`src/rtl/alu_wb_pkg.sv`:
```
// Shared types and defaults for the ALU write-back stage.
// Bypass reads are enabled by defining ALU_WB_BYPASS_EN.
package alu_wb_pkg;

    localparam int unsigned DEF_WIDTH = 4;
    localparam int unsigned DEF_NREGS = 4;
    localparam int unsigned DEF_DEPTH = 2;
    localparam int unsigned DEF_AW    = $clog2(DEF_NREGS);

    localparam int unsigned FLAG_Z = 0;
    localparam int unsigned FLAG_C = 1;
    localparam int unsigned FLAG_S = 2;

    typedef enum logic {
        MODE_ARITH = 1'b0,
        MODE_LOGIC = 1'b1
    } alu_mode_e;

    typedef struct packed {
        logic [DEF_WIDTH-1:0] r;
        logic                 z;
        logic                 c;
        logic                 s;
        alu_mode_e            l;
        logic [DEF_AW-1:0]    addr;
        logic                 we;
        logic                 flag_we;
    } wb_entry_t;

    // X or Z from the ALU collapses to 0 so nothing unknown reaches state.
    function automatic logic known_one(input logic v);
        return (v === 1'b1);
    endfunction

endpackage

```
`src/rtl/alu_wb_stage_if.sv`:
```
// ALU result handshake bus between the ALU (master) and the write-back stage (slave).
interface alu_wb_stage_if #(
    parameter int unsigned WIDTH = 4,
    parameter int unsigned AW    = 2
);
    logic             in_valid;
    logic             in_ready;
    logic [WIDTH-1:0] r_in;
    logic             zero_in;
    logic             carry_in;
    logic             sign_in;
    logic             l_in;
    logic [AW-1:0]    wr_addr;
    logic             we;
    logic             flag_we;

    modport master (
        output in_valid, r_in, zero_in, carry_in, sign_in, l_in, wr_addr, we, flag_we,
        input  in_ready
    );

    modport slave (
        input  in_valid, r_in, zero_in, carry_in, sign_in, l_in, wr_addr, we, flag_we,
        output in_ready
    );
endinterface

```
`src/rtl/alu_wb_stage_fifo.sv`:
```
// wb_fifo: circular buffer of pending write-back entries.
// With ALU_WB_BYPASS_EN defined the storage array and head pointer are exported for bypass.
module wb_fifo
    import alu_wb_pkg::*;
#(
    parameter  int unsigned DEPTH = DEF_DEPTH,
    localparam int unsigned PW    = $clog2(DEPTH),
    localparam int unsigned CW    = PW + 1
) (
    input  logic          clk,
    input  logic          reset,
    input  logic          push,
    input  wb_entry_t     push_data,
    input  logic          pop,
    output wb_entry_t     head,
    output logic          full,
    output logic          empty,
    output logic [CW-1:0] count
`ifdef ALU_WB_BYPASS_EN
    ,
    output wb_entry_t     entries [DEPTH],
    output logic [PW-1:0] head_ptr
`endif
);

    wb_entry_t     mem [DEPTH];
    logic [PW-1:0] wr_ptr;
    logic [PW-1:0] rd_ptr;
    logic          do_push;
    logic          do_pop;
    logic [CW-1:0] count_next;

    assign do_push = push && !full;
    assign do_pop  = pop && !empty;
    assign empty   = (count == '0);
    assign head    = mem[rd_ptr];

    always_comb begin
        count_next = count;
        case ({do_push, do_pop})
            2'b10:   count_next = count + 1'b1;
            2'b01:   count_next = count - 1'b1;
            default: count_next = count;
        endcase
    end

    // Pointers wrap naturally because DEPTH is a power of two; full is kept as a flop.
    always_ff @(posedge clk) begin
        if (reset) begin
            wr_ptr <= '0;
            rd_ptr <= '0;
            count  <= '0;
            full   <= 1'b0;
        end else begin
            if (do_push) begin
                mem[wr_ptr] <= push_data;
                wr_ptr      <= wr_ptr + 1'b1;
            end
            if (do_pop) begin
                rd_ptr <= rd_ptr + 1'b1;
            end
            count <= count_next;
            full  <= (count_next == CW'(DEPTH));
        end
    end

`ifdef ALU_WB_BYPASS_EN
    assign entries  = mem;
    assign head_ptr = rd_ptr;
`endif

endmodule

```
`src/rtl/alu_wb_stage.sv`:
```
// Write-back stage after the 4-bit ALU: pending-write FIFO, register file, Z/C/S flags.
// Define ALU_WB_BYPASS_EN to let reads see pending FIFO writes.
module alu_wb_stage
    import alu_wb_pkg::*;
#(
    parameter  int unsigned WIDTH = DEF_WIDTH,
    parameter  int unsigned NREGS = DEF_NREGS,
    parameter  int unsigned DEPTH = DEF_DEPTH,
    localparam int unsigned AW    = $clog2(NREGS),
    localparam int unsigned PW    = $clog2(DEPTH),
    localparam int unsigned CW    = PW + 1
) (
    input  logic             clk,
    input  logic             reset,
    alu_wb_stage_if.slave    alu,
    input  logic             drain_en,
    input  logic [AW-1:0]    rd_a_addr,
    input  logic [AW-1:0]    rd_b_addr,
    output logic [WIDTH-1:0] rd_a,
    output logic [WIDTH-1:0] rd_b,
    output logic             flag_z,
    output logic             flag_c,
    output logic             flag_s,
    output logic [CW-1:0]    count
);

    // The entry struct is sized by the package defaults.
    if (WIDTH != DEF_WIDTH || NREGS != DEF_NREGS ||
        DEPTH < 2 || DEPTH > 8 || (DEPTH & (DEPTH - 1)) != 0) begin : g_bad_cfg
        $error("alu_wb_stage: unsupported WIDTH/NREGS/DEPTH");
    end

    wb_entry_t        push_data;
    wb_entry_t        head;
    logic             push;
    logic             pop;
    logic             full;
    logic             empty;
    logic [WIDTH-1:0] regs [NREGS];
    logic [2:0]       flags;
`ifdef ALU_WB_BYPASS_EN
    wb_entry_t        entries [DEPTH];
    logic [PW-1:0]    head_ptr;
`endif

    assign alu.in_ready = !full;
    assign push         = alu.in_valid && alu.in_ready;
    assign pop          = drain_en && !empty;

    always_comb begin
        push_data         = '0;
        push_data.r       = alu.r_in;
        push_data.z       = alu.zero_in;
        push_data.c       = known_one(alu.carry_in);
        push_data.l       = alu_mode_e'(alu.l_in);
        push_data.s       = (alu_mode_e'(alu.l_in) == MODE_ARITH) && known_one(alu.sign_in);
        push_data.addr    = alu.wr_addr;
        push_data.we      = alu.we;
        push_data.flag_we = alu.flag_we;
    end

    wb_fifo #(.DEPTH(DEPTH)) u_fifo (
        .clk       (clk),
        .reset     (reset),
        .push      (push),
        .push_data (push_data),
        .pop       (pop),
        .head      (head),
        .full      (full),
        .empty     (empty),
        .count     (count)
`ifdef ALU_WB_BYPASS_EN
        ,
        .entries   (entries),
        .head_ptr  (head_ptr)
`endif
    );

    // Logic-mode results carry X on C/S, so only Z is taken from them.
    always_ff @(posedge clk) begin
        if (reset) begin
            for (int unsigned i = 0; i < NREGS; i++) begin
                regs[i] <= '0;
            end
            flags <= '0;
        end else if (pop) begin
            if (head.we) begin
                regs[head.addr] <= head.r;
            end
            if (head.flag_we) begin
                flags[FLAG_Z] <= head.z;
                if (head.l == MODE_ARITH) begin
                    flags[FLAG_C] <= head.c;
                    flags[FLAG_S] <= head.s;
                end
            end
        end
    end

    assign flag_z = flags[FLAG_Z];
    assign flag_c = flags[FLAG_C];
    assign flag_s = flags[FLAG_S];

`ifdef ALU_WB_BYPASS_EN
    // Scan oldest to youngest so the youngest matching pending write wins.
    function automatic logic [WIDTH-1:0] read_port(input logic [AW-1:0] a);
        logic [WIDTH-1:0] v;
        logic [PW-1:0]    idx;
        v = regs[a];
        for (int unsigned i = 0; i < DEPTH; i++) begin
            idx = head_ptr + PW'(i);
            if (i < 32'(count) && entries[idx].we && entries[idx].addr == a) begin
                v = entries[idx].r;
            end
        end
        return v;
    endfunction

    always_comb begin
        rd_a = read_port(rd_a_addr);
        rd_b = read_port(rd_b_addr);
    end
`else
    assign rd_a = regs[rd_a_addr];
    assign rd_b = regs[rd_b_addr];
`endif

endmodule
```
`src/flat_wrapper.sv`:
```
// flat-port wrapper written by rule: the top's interface ports become plain ports
module alu_wb_stage_flat import alu_wb_pkg::*;
#(
    parameter  int unsigned WIDTH = DEF_WIDTH,
    parameter  int unsigned NREGS = DEF_NREGS,
    parameter  int unsigned DEPTH = DEF_DEPTH,
    localparam int unsigned AW    = $clog2(NREGS),
    localparam int unsigned PW    = $clog2(DEPTH),
    localparam int unsigned CW    = PW + 1
)
  (clk, reset, drain_en, rd_a_addr, rd_b_addr, rd_a, rd_b, flag_z, flag_c, flag_s, count, alu_in_valid, alu_r_in, alu_zero_in, alu_carry_in, alu_sign_in, alu_l_in, alu_wr_addr, alu_we, alu_flag_we, alu_in_ready);
  alu_wb_stage_if #(.WIDTH(WIDTH)) alu_i ();
  input  logic clk;
  input  logic reset;
  input  logic drain_en;
  input  logic [AW-1:0] rd_a_addr;
  input  logic [AW-1:0] rd_b_addr;
  output logic [WIDTH-1:0] rd_a;
  output logic [WIDTH-1:0] rd_b;
  output logic flag_z;
  output logic flag_c;
  output logic flag_s;
  output logic [CW-1:0] count;
  input wire logic [$bits(alu_i.in_valid)-1:0] alu_in_valid;
  input wire logic [$bits(alu_i.r_in)-1:0] alu_r_in;
  input wire logic [$bits(alu_i.zero_in)-1:0] alu_zero_in;
  input wire logic [$bits(alu_i.carry_in)-1:0] alu_carry_in;
  input wire logic [$bits(alu_i.sign_in)-1:0] alu_sign_in;
  input wire logic [$bits(alu_i.l_in)-1:0] alu_l_in;
  input wire logic [$bits(alu_i.wr_addr)-1:0] alu_wr_addr;
  input wire logic [$bits(alu_i.we)-1:0] alu_we;
  input wire logic [$bits(alu_i.flag_we)-1:0] alu_flag_we;
  output wire logic [$bits(alu_i.in_ready)-1:0] alu_in_ready;
  assign alu_i.in_valid = alu_in_valid;
  assign alu_i.r_in = alu_r_in;
  assign alu_i.zero_in = alu_zero_in;
  assign alu_i.carry_in = alu_carry_in;
  assign alu_i.sign_in = alu_sign_in;
  assign alu_i.l_in = alu_l_in;
  assign alu_i.wr_addr = alu_wr_addr;
  assign alu_i.we = alu_we;
  assign alu_i.flag_we = alu_flag_we;
  assign alu_in_ready = alu_i.in_ready;
  alu_wb_stage #(.WIDTH(WIDTH), .NREGS(NREGS), .DEPTH(DEPTH)) u_core (.clk(clk), .reset(reset), .alu(alu_i), .drain_en(drain_en), .rd_a_addr(rd_a_addr), .rd_b_addr(rd_b_addr), .rd_a(rd_a), .rd_b(rd_b), .flag_z(flag_z), .flag_c(flag_c), .flag_s(flag_s), .count(count));
endmodule
```
`config.mk`:
```
export PLATFORM = sky130hd
export DESIGN_NAME = alu_wb_stage_flat
export DESIGN_NICKNAME = d
export VERILOG_FILES = /design/src/rtl/alu_wb_pkg.sv /design/src/rtl/alu_wb_stage_if.sv /design/src/rtl/alu_wb_stage_fifo.sv /design/src/rtl/alu_wb_stage.sv /design/src/flat_wrapper.sv
export SDC_FILE = /design/constraint.sdc
export NUM_CORES = 1
export LEC_CHECK = 0
export BUFFER_PORTS_ARGS = -buffer_cell sky130_fd_sc_hd__buf_2
export CAP_MARGIN = 20
export CORE_UTILIZATION = 50
export CTS_CLUSTER_DIAMETER = 30
export DETAILED_ROUTE_END_ITERATION = 10
export HOLD_SLACK_MARGIN = 0.1
export PLACE_DENSITY = 0.81
export SYNTH_ARGS = -nofsm -noshare
export SYNTH_HDL_FRONTEND = slang
export SYNTH_SLANG_ARGS = --single-unit
```
`constraint.sdc`:
```
create_clock -name clk -period 2.3 [get_ports clk]
set_input_delay 0 -clock clk [delete_from_list [all_inputs] [get_ports clk]]
set_output_delay 0 -clock clk [all_outputs]
set_load 0.1 [all_outputs]
```
[Word level (Yosys, flattened, before mapping)]
Memories as Yosys holds them, arrays and structs flattened. A register that Yosys moved wholly into a read port is not among the register bits.
Cells that the tools add are included.
Operators by class
  $add $sub $neg: 4
  multiply operators: 0
  divide/modulo/power cells: 0
  magnitude comparators: 0
  equality and inequality tests: 5
  shifts and indexed selects: 0
  multiplexer cells: 15
  bitwise gates (word level): 2
  reduce and logical (&&, ||, !) cells: 11
Operators with widths (count)
  $mux 1: 12
  $logic_and 1x1->1: 5
  $eq 2x2->1 const B: 2
  $mux 4: 1
  $pmux 2 s2: 1
  $reduce_or 4->1: 1
  $reduce_and 3->1: 1
  $add 1x1->1 const B: 2
  $add 2x1->2 const B: 1
  $eq 2x1->1 const B: 1
  $eqx 1x1->1 const B: 2
  $logic_not 1->1: 2
  $logic_not 2->1: 1
  $mux 2: 1
  $not 1->1: 2
  $reduce_and 2->1: 1
  $sub 2x1->2 const B: 1
Word-level totals
  register bits: 8
  latch bits: 0
  memory bits (writable): 40
  ROM bits: 0
  input bits: 20
  output and inout port bits: 14
  word-level logic and storage cells: 45
  memories kept: 2
Memory list
  u_core.u_fifo.mem: depth 2, bits a word 12, rd ports 1, clocked after Yosys merged registers in 1, wr ports 1, line alu_wb_stage_fifo.sv:26  | wb_entry_t mem [DEPTH];
  u_core.regs: depth 4, bits a word 4, rd ports 2, clocked after Yosys merged registers in 0, wr ports 4, line alu_wb_stage.sv:39  | logic [WIDTH-1:0] regs [NREGS];

[Longest topological paths before layout]
  word-level depth: 8
  mapped depth: 6
  depth with buffers taken out: 5

[Cells and area by module]
From an unflattened synthesis, not the netlist that was laid out.
Second synthesis, totals
  cell total of the unflattened synthesis: 141
  area, all modules: 2178.3 sq um
Modules (own cells, without submodules)
  wb_fifo: times used 1, cells each 66, area an instance 1138.6 sq um, seq. area each 840.8 sq um
  alu_wb_stage: times used 1, cells each 75, area an instance 1039.7 sq um, seq. area each 540.5 sq um

[Worst setup path after synthesis]
Ideal clock, no wire load.
  path kind: register -> register
  from: register u_core.u_fifo.count[1]
  to: register u_core.u_fifo.full
  setup time: 80 ps
  arrival: 2227 ps
  data required time: 2220 ps
  slack: -7 ps
  stages on the path, launching flop included: 6
  buffers on the path: 1
  clock period less this slack: 2307 ps
  cell sequence: dfxtp_1 o21a_2 buf_6 ha_1 or3_4 a211oi_2
Between the ends
  word-level cells in the longest chain between the ends: 7
  elaborated cells between the ends (all ways): 10
  classes of those cells: 2 x add/sub; 3 x eq/ne; 1 x mux; 4 x reduce/logical
Ends and longest elaborated chain
  start: declaration: line alu_wb_stage_fifo.sv:18  | output logic [CW-1:0] count
  start signal: assignment: line alu_wb_stage_fifo.sv:62  | count <= count_next;
  $logic_not 2->1 (*): line alu_wb_stage_fifo.sv:35  | assign empty = (count == '0);
  $logic_not 1->1 (*): line alu_wb_stage_fifo.sv:34, alu_wb_stage.sv:48
  $logic_and 1x1->1: line alu_wb_stage.sv:48  | assign pop = drain_en && !empty;
  $logic_and 1x1->1 (*): line alu_wb_stage_fifo.sv:34  | assign do_pop = pop && !empty;
  named net u_core.u_fifo.do_pop: line alu_wb_stage_fifo.sv:30  | logic do_pop;
  $eq 2x1->1 / $eq 2x2->1 (equally long branches): line alu_wb_stage_fifo.sv:40  | case ({do_push, do_pop})
  $pmux 2 s2 (*): line alu_wb_stage_fifo.sv:40
  $eq 2x2->1 (*): line alu_wb_stage_fifo.sv:63  | full <= (count_next == CW'(DEPTH));
  end signal: assignment: line alu_wb_stage_fifo.sv:63
  end: declaration: line alu_wb_stage_fifo.sv:16  | output logic full,
Mark *: on every way through the listed nets, which the timed path passes. The rest lies on a longest branch.
A chain may end at the register's enable or synchronous reset.

[Final worst setup path]
  from: register u_core.u_fifo.count[0]
  to: register u_core.u_fifo.full
Between the ends
  word-level cells in the longest chain between the ends: 7
  elaborated cells between the ends (all ways): 10
  classes of those cells: 2 x add/sub; 3 x eq/ne; 1 x mux; 4 x reduce/logical
Ends and longest elaborated chain (line)
  $logic_not 2->1: alu_wb_stage_fifo.sv:35
  $logic_not 1->1: alu_wb_stage_fifo.sv:34, alu_wb_stage.sv:48
  $logic_and 1x1->1: alu_wb_stage.sv:48
  $logic_and 1x1->1: alu_wb_stage_fifo.sv:34
  $eq 2x1->1 / $eq 2x2->1 (equally long branches): alu_wb_stage_fifo.sv:40
  $pmux 2 s2 (*): alu_wb_stage_fifo.sv:40
  $eq 2x2->1 (*): alu_wb_stage_fifo.sv:63
Mark *: on every way between the ends. The rest lies on a longest branch, timed or not.

==> metrics.md <==
| Metric | Value |
|---|---|
| Final nets | 210 |
| Synthesized flop and latch total | 49 |
| Routed vias/inst | 5.46 |
| CTS buffer count | 5 |
| Final antenna-violating net count | 0 |
| Vias in the first global route | 1305 |
| Clock power share | 0.189 |
| Clock sinks | 49 |
| Main synth FF type | edfxtp_1 |
| Total GRT Usage | 0.184 |
| Die area | 0.00461 sq mm |
| Initial core utilization | 0.532 |
| Post-synthesis compound-gate area fraction | 0.0691 |
| Crit start category | flop |
| Tcrit/Tclk final | 0.786 |
| Worst-Margin Slew | 0.493 ns |
| Die Wd | 67.9 um |
| RePlAce Congestion | 0.774 |
| Rel. slew slack | 0.674 |
| Gate power share | 0.360 |
| Clk root buf | clkbuf_8 |
| Post-Route Utilization | 0.637 |
| Worst-path cell chain | o21a_2 -> ha_1 -> or3_4 -> a211oi_2 |
| Status | finished, final reports clean |
| Switching part of the total power | 0.380 |
| Die height | 67.9 um |
| Max Slew Vio Count | 0 |
| Via count | 1304 |
| Endpoints failing hold | 0 |
| Combinational family with the most area after synthesis | multiplexers |
| Crit path max fanout | 11 |
| Synth warnings | 0 |
| Gates resized, CTS repair | 0 |
| Largest net degree at the start of global routing | 20 |
| Min-delay worst type | in2reg |
| Post-synthesis sequential area ratio | 0.636 |
| First-pass GRT wire length | 5.96 mm |
| Unique masters post-synth | 36 |
| EDFF count, synth | 40 |
| Synthesized area | 0.00217 sq mm |
| Post-Synth Simple-Gate Area | 0.113 |
| CP peak stage delay | 0.40 ns |
| # DRC | 0 |
| Fin cells | 239 |
| CP arrival | 2.02 ns |
| I/O Pins | 34 |
| Mux contribution to synthesized area | 0.127 |
| Total of max-cap violations | 0 |
| WL per Instance | 15.1 um |
| Total gr overflow | 0 |
| FP Rows | 23 |
| Worst-Skew Late Latency | 0.29 ns |
| CTS tree | built |
| Setup Skew | 0.00684 ns |
| Worst vdd ir | 554 uV |
| Ratio of cells with drive above 1 in the final layout | 0.349 |
| Crit Path Category | reg2reg |
| Ys async rst share | 0 |
| Synth-to-layout area growth | 19.8% |
| Placed cells | 219 |
| H-tree Lvls | 2 |
| Reg power frac | 0.451 |
| Clock-pin slew on the worst setup and hold paths | 0.08 ns |
| Core region area | 0.00409 sq mm |
| F_max | 553 MHz |
| R2R Setup Slk | 0.49 ns |
| IO buf count | 33 |
| Final Setup Violations | 0 |
| RSZ-0062 raised after global routing | no |
| Diode count | 0 |
| Worst Path Required | 2.51 ns |
| CP max-delay cell | dfxtp_1 |
| Post-synthesis adder-cell area fraction | 0.00576 |
| Number of antenna violations at the first check in global routing | 0 |
| Pre-Repair DR Iteration Count | 4 |
| Mapped Nets | 159 |
| Internal power contribution | 1.59 mW |
| Commonest non-fill, non-tap cells in the layout | edfxtp_1 (40), buf_2 (33), nor2_1 (17), dlygate4sd3_1 (13), inv_1 (9) |
| Cells after synthesis | 138 |
| Cell Area, Placed | 0.00239 sq mm |
| Final wirelength | 3.62 mm |
| TNS Setup | 0 ns |
| Switching power | 0.976 mW |
| Tot Pwr | 2.57 mW |
| XOR/XNOR share of the synthesized area | 0.0161 |
| Power per Cell Area | 987 mW/mm^2 |
| Post-DP HPWL | 2.64 mm |
| Commonest non-fill, non-tap cell in the layout | edfxtp_1 |
| CP endpoint kind | flop |
| Max clock buf depth | 2 |
| First DRT Iteration DRCs | 36 |
| Post-route cell area | 0.00260 sq mm |
| Syn avg cell area | 15.7 sq um |
| Final min period | 1.81 ns |
| Leak pwr | 1.00 nW |
[timing repair]
| action | in CTS | in global routing |
|---|---|---|
| hold buffers | 13 | 0 |
| hold endpoints to repair | 28 | 0 |
| setup buffers | 0 | 0 |
[layout make-up]
type / count / area [sq um]
Fill cell: 310 / 1480
Sequential cell: 49 / 1380
Multi-Input combinational cell: 75 / 719
Timing Repair Buffer: 49 / 318
Clock buffer: 7 / 86.3
Tap cell: 50 / 62.6
Inverter: 9 / 33.8
[per-layer routing]
layer / vias to the layer above / track usage / routed length, um
met5: - / 0 / 0
met2: 45 / 0.337 / 1960
met3: 10 / 0.0500 / 195
li1: 625 / - / -
met4: 0 / 0.0833 / 80
met1: 624 / 0.195 / 1380
[path summary, 6_finish.rpt]
kind | cells after the start | endpoint | from
hold reg to reg | 2 | u_core.flags[2] | u_core.flags[2]
hold / removal | 4 | u_core.u_fifo.wr_ptr | alu_in_valid
setup / recovery | 4 | u_core.u_fifo.full | u_core.u_fifo.count[0]
setup reg to reg | 4 | u_core.u_fifo.full | u_core.u_fifo.count[0]
[kinds of logic (layout without fill, tap and decap cells)]
kind of cell               after synthesis  count (layout)
buffers and inverters                   14              65
xor gates and xnor gates                 4               4
adders and majority gates                1               1
AOI/OAI and AO/OA                       18              18
DFF                                     49              49
muxes                                   16              16
and+or+nand+nor                         36              36
[stage by stage]
stage	hold slack (ns)	worst slack, ns
5_1_grt	0.188	0.375
3_5_place_dp	0.192	0.499
3_3_place_gp	0.188	0.612
4_1_cts	0.179	0.489
6_report	0.180	0.493
2_1_floorplan	0.0989	0.00211
[synth_stat cells (2+ instances only)]
cell type	n	area share
o32ai_1	2	0.0081
mux2_2	4	0.021
dfxtp_1	9	0.083
nand3_1	2	0.0046
a221oi_1	2	0.0081
a21oi_1	2	0.0046
nor2_1	17	0.029
inv_1	9	0.016
nor2b_1	2	0.0058
nand2_1	3	0.0052
mux4_2	8	0.083
nor3_1	2	0.0046
mux2_4	2	0.014
o21bai_1	3	0.010
edfxtp_1	40	0.55
buf_6	2	0.010
clkbuf_1	2	0.0035
nand4b_4	4	0.044
nand2b_1	3	0.0086
mux2i_1	2	0.0092
xnor2_1	3	0.012
[sequential cells by signal, indices dropped and copies added, names as in the netlist, named ones only]
signal,count
u_core.u_fifo.count,2
u_core.flags,3
u_core.u_fifo.mem,24
u_core.u_fifo.wr_ptr,1
u_core.u_fifo.full,1
u_core.u_fifo.rd_ptr,1
u_core.regs,16
[critical path, delay by kind of cell, from the launching register on]
family | cells | cell delay (ns)
flip-flops | 1 | 0.40
adder cells (fa/ha/maj) | 1 | 0.34
AND/OR/NAND/NOR | 1 | 0.39
AO/OA/AOI/OAI | 2 | 0.60
[power by group through the flow]
| stage | sequential, mW | combinational [mW] | clock (mW) |
|---|---|---|---|
| floorplan | 1.33 | 0.624 | 0 |
| global placement | 1.17 | 0.874 | 0 |
| detailed placement | 1.18 | 0.905 | 0 |
| CTS | 1.16 | 0.926 | 0.498 |
| global route | 1.17 | 0.980 | 0.535 |
| finish | 1.16 | 0.924 | 0.487 |
(Power assumes the default switching activity.)
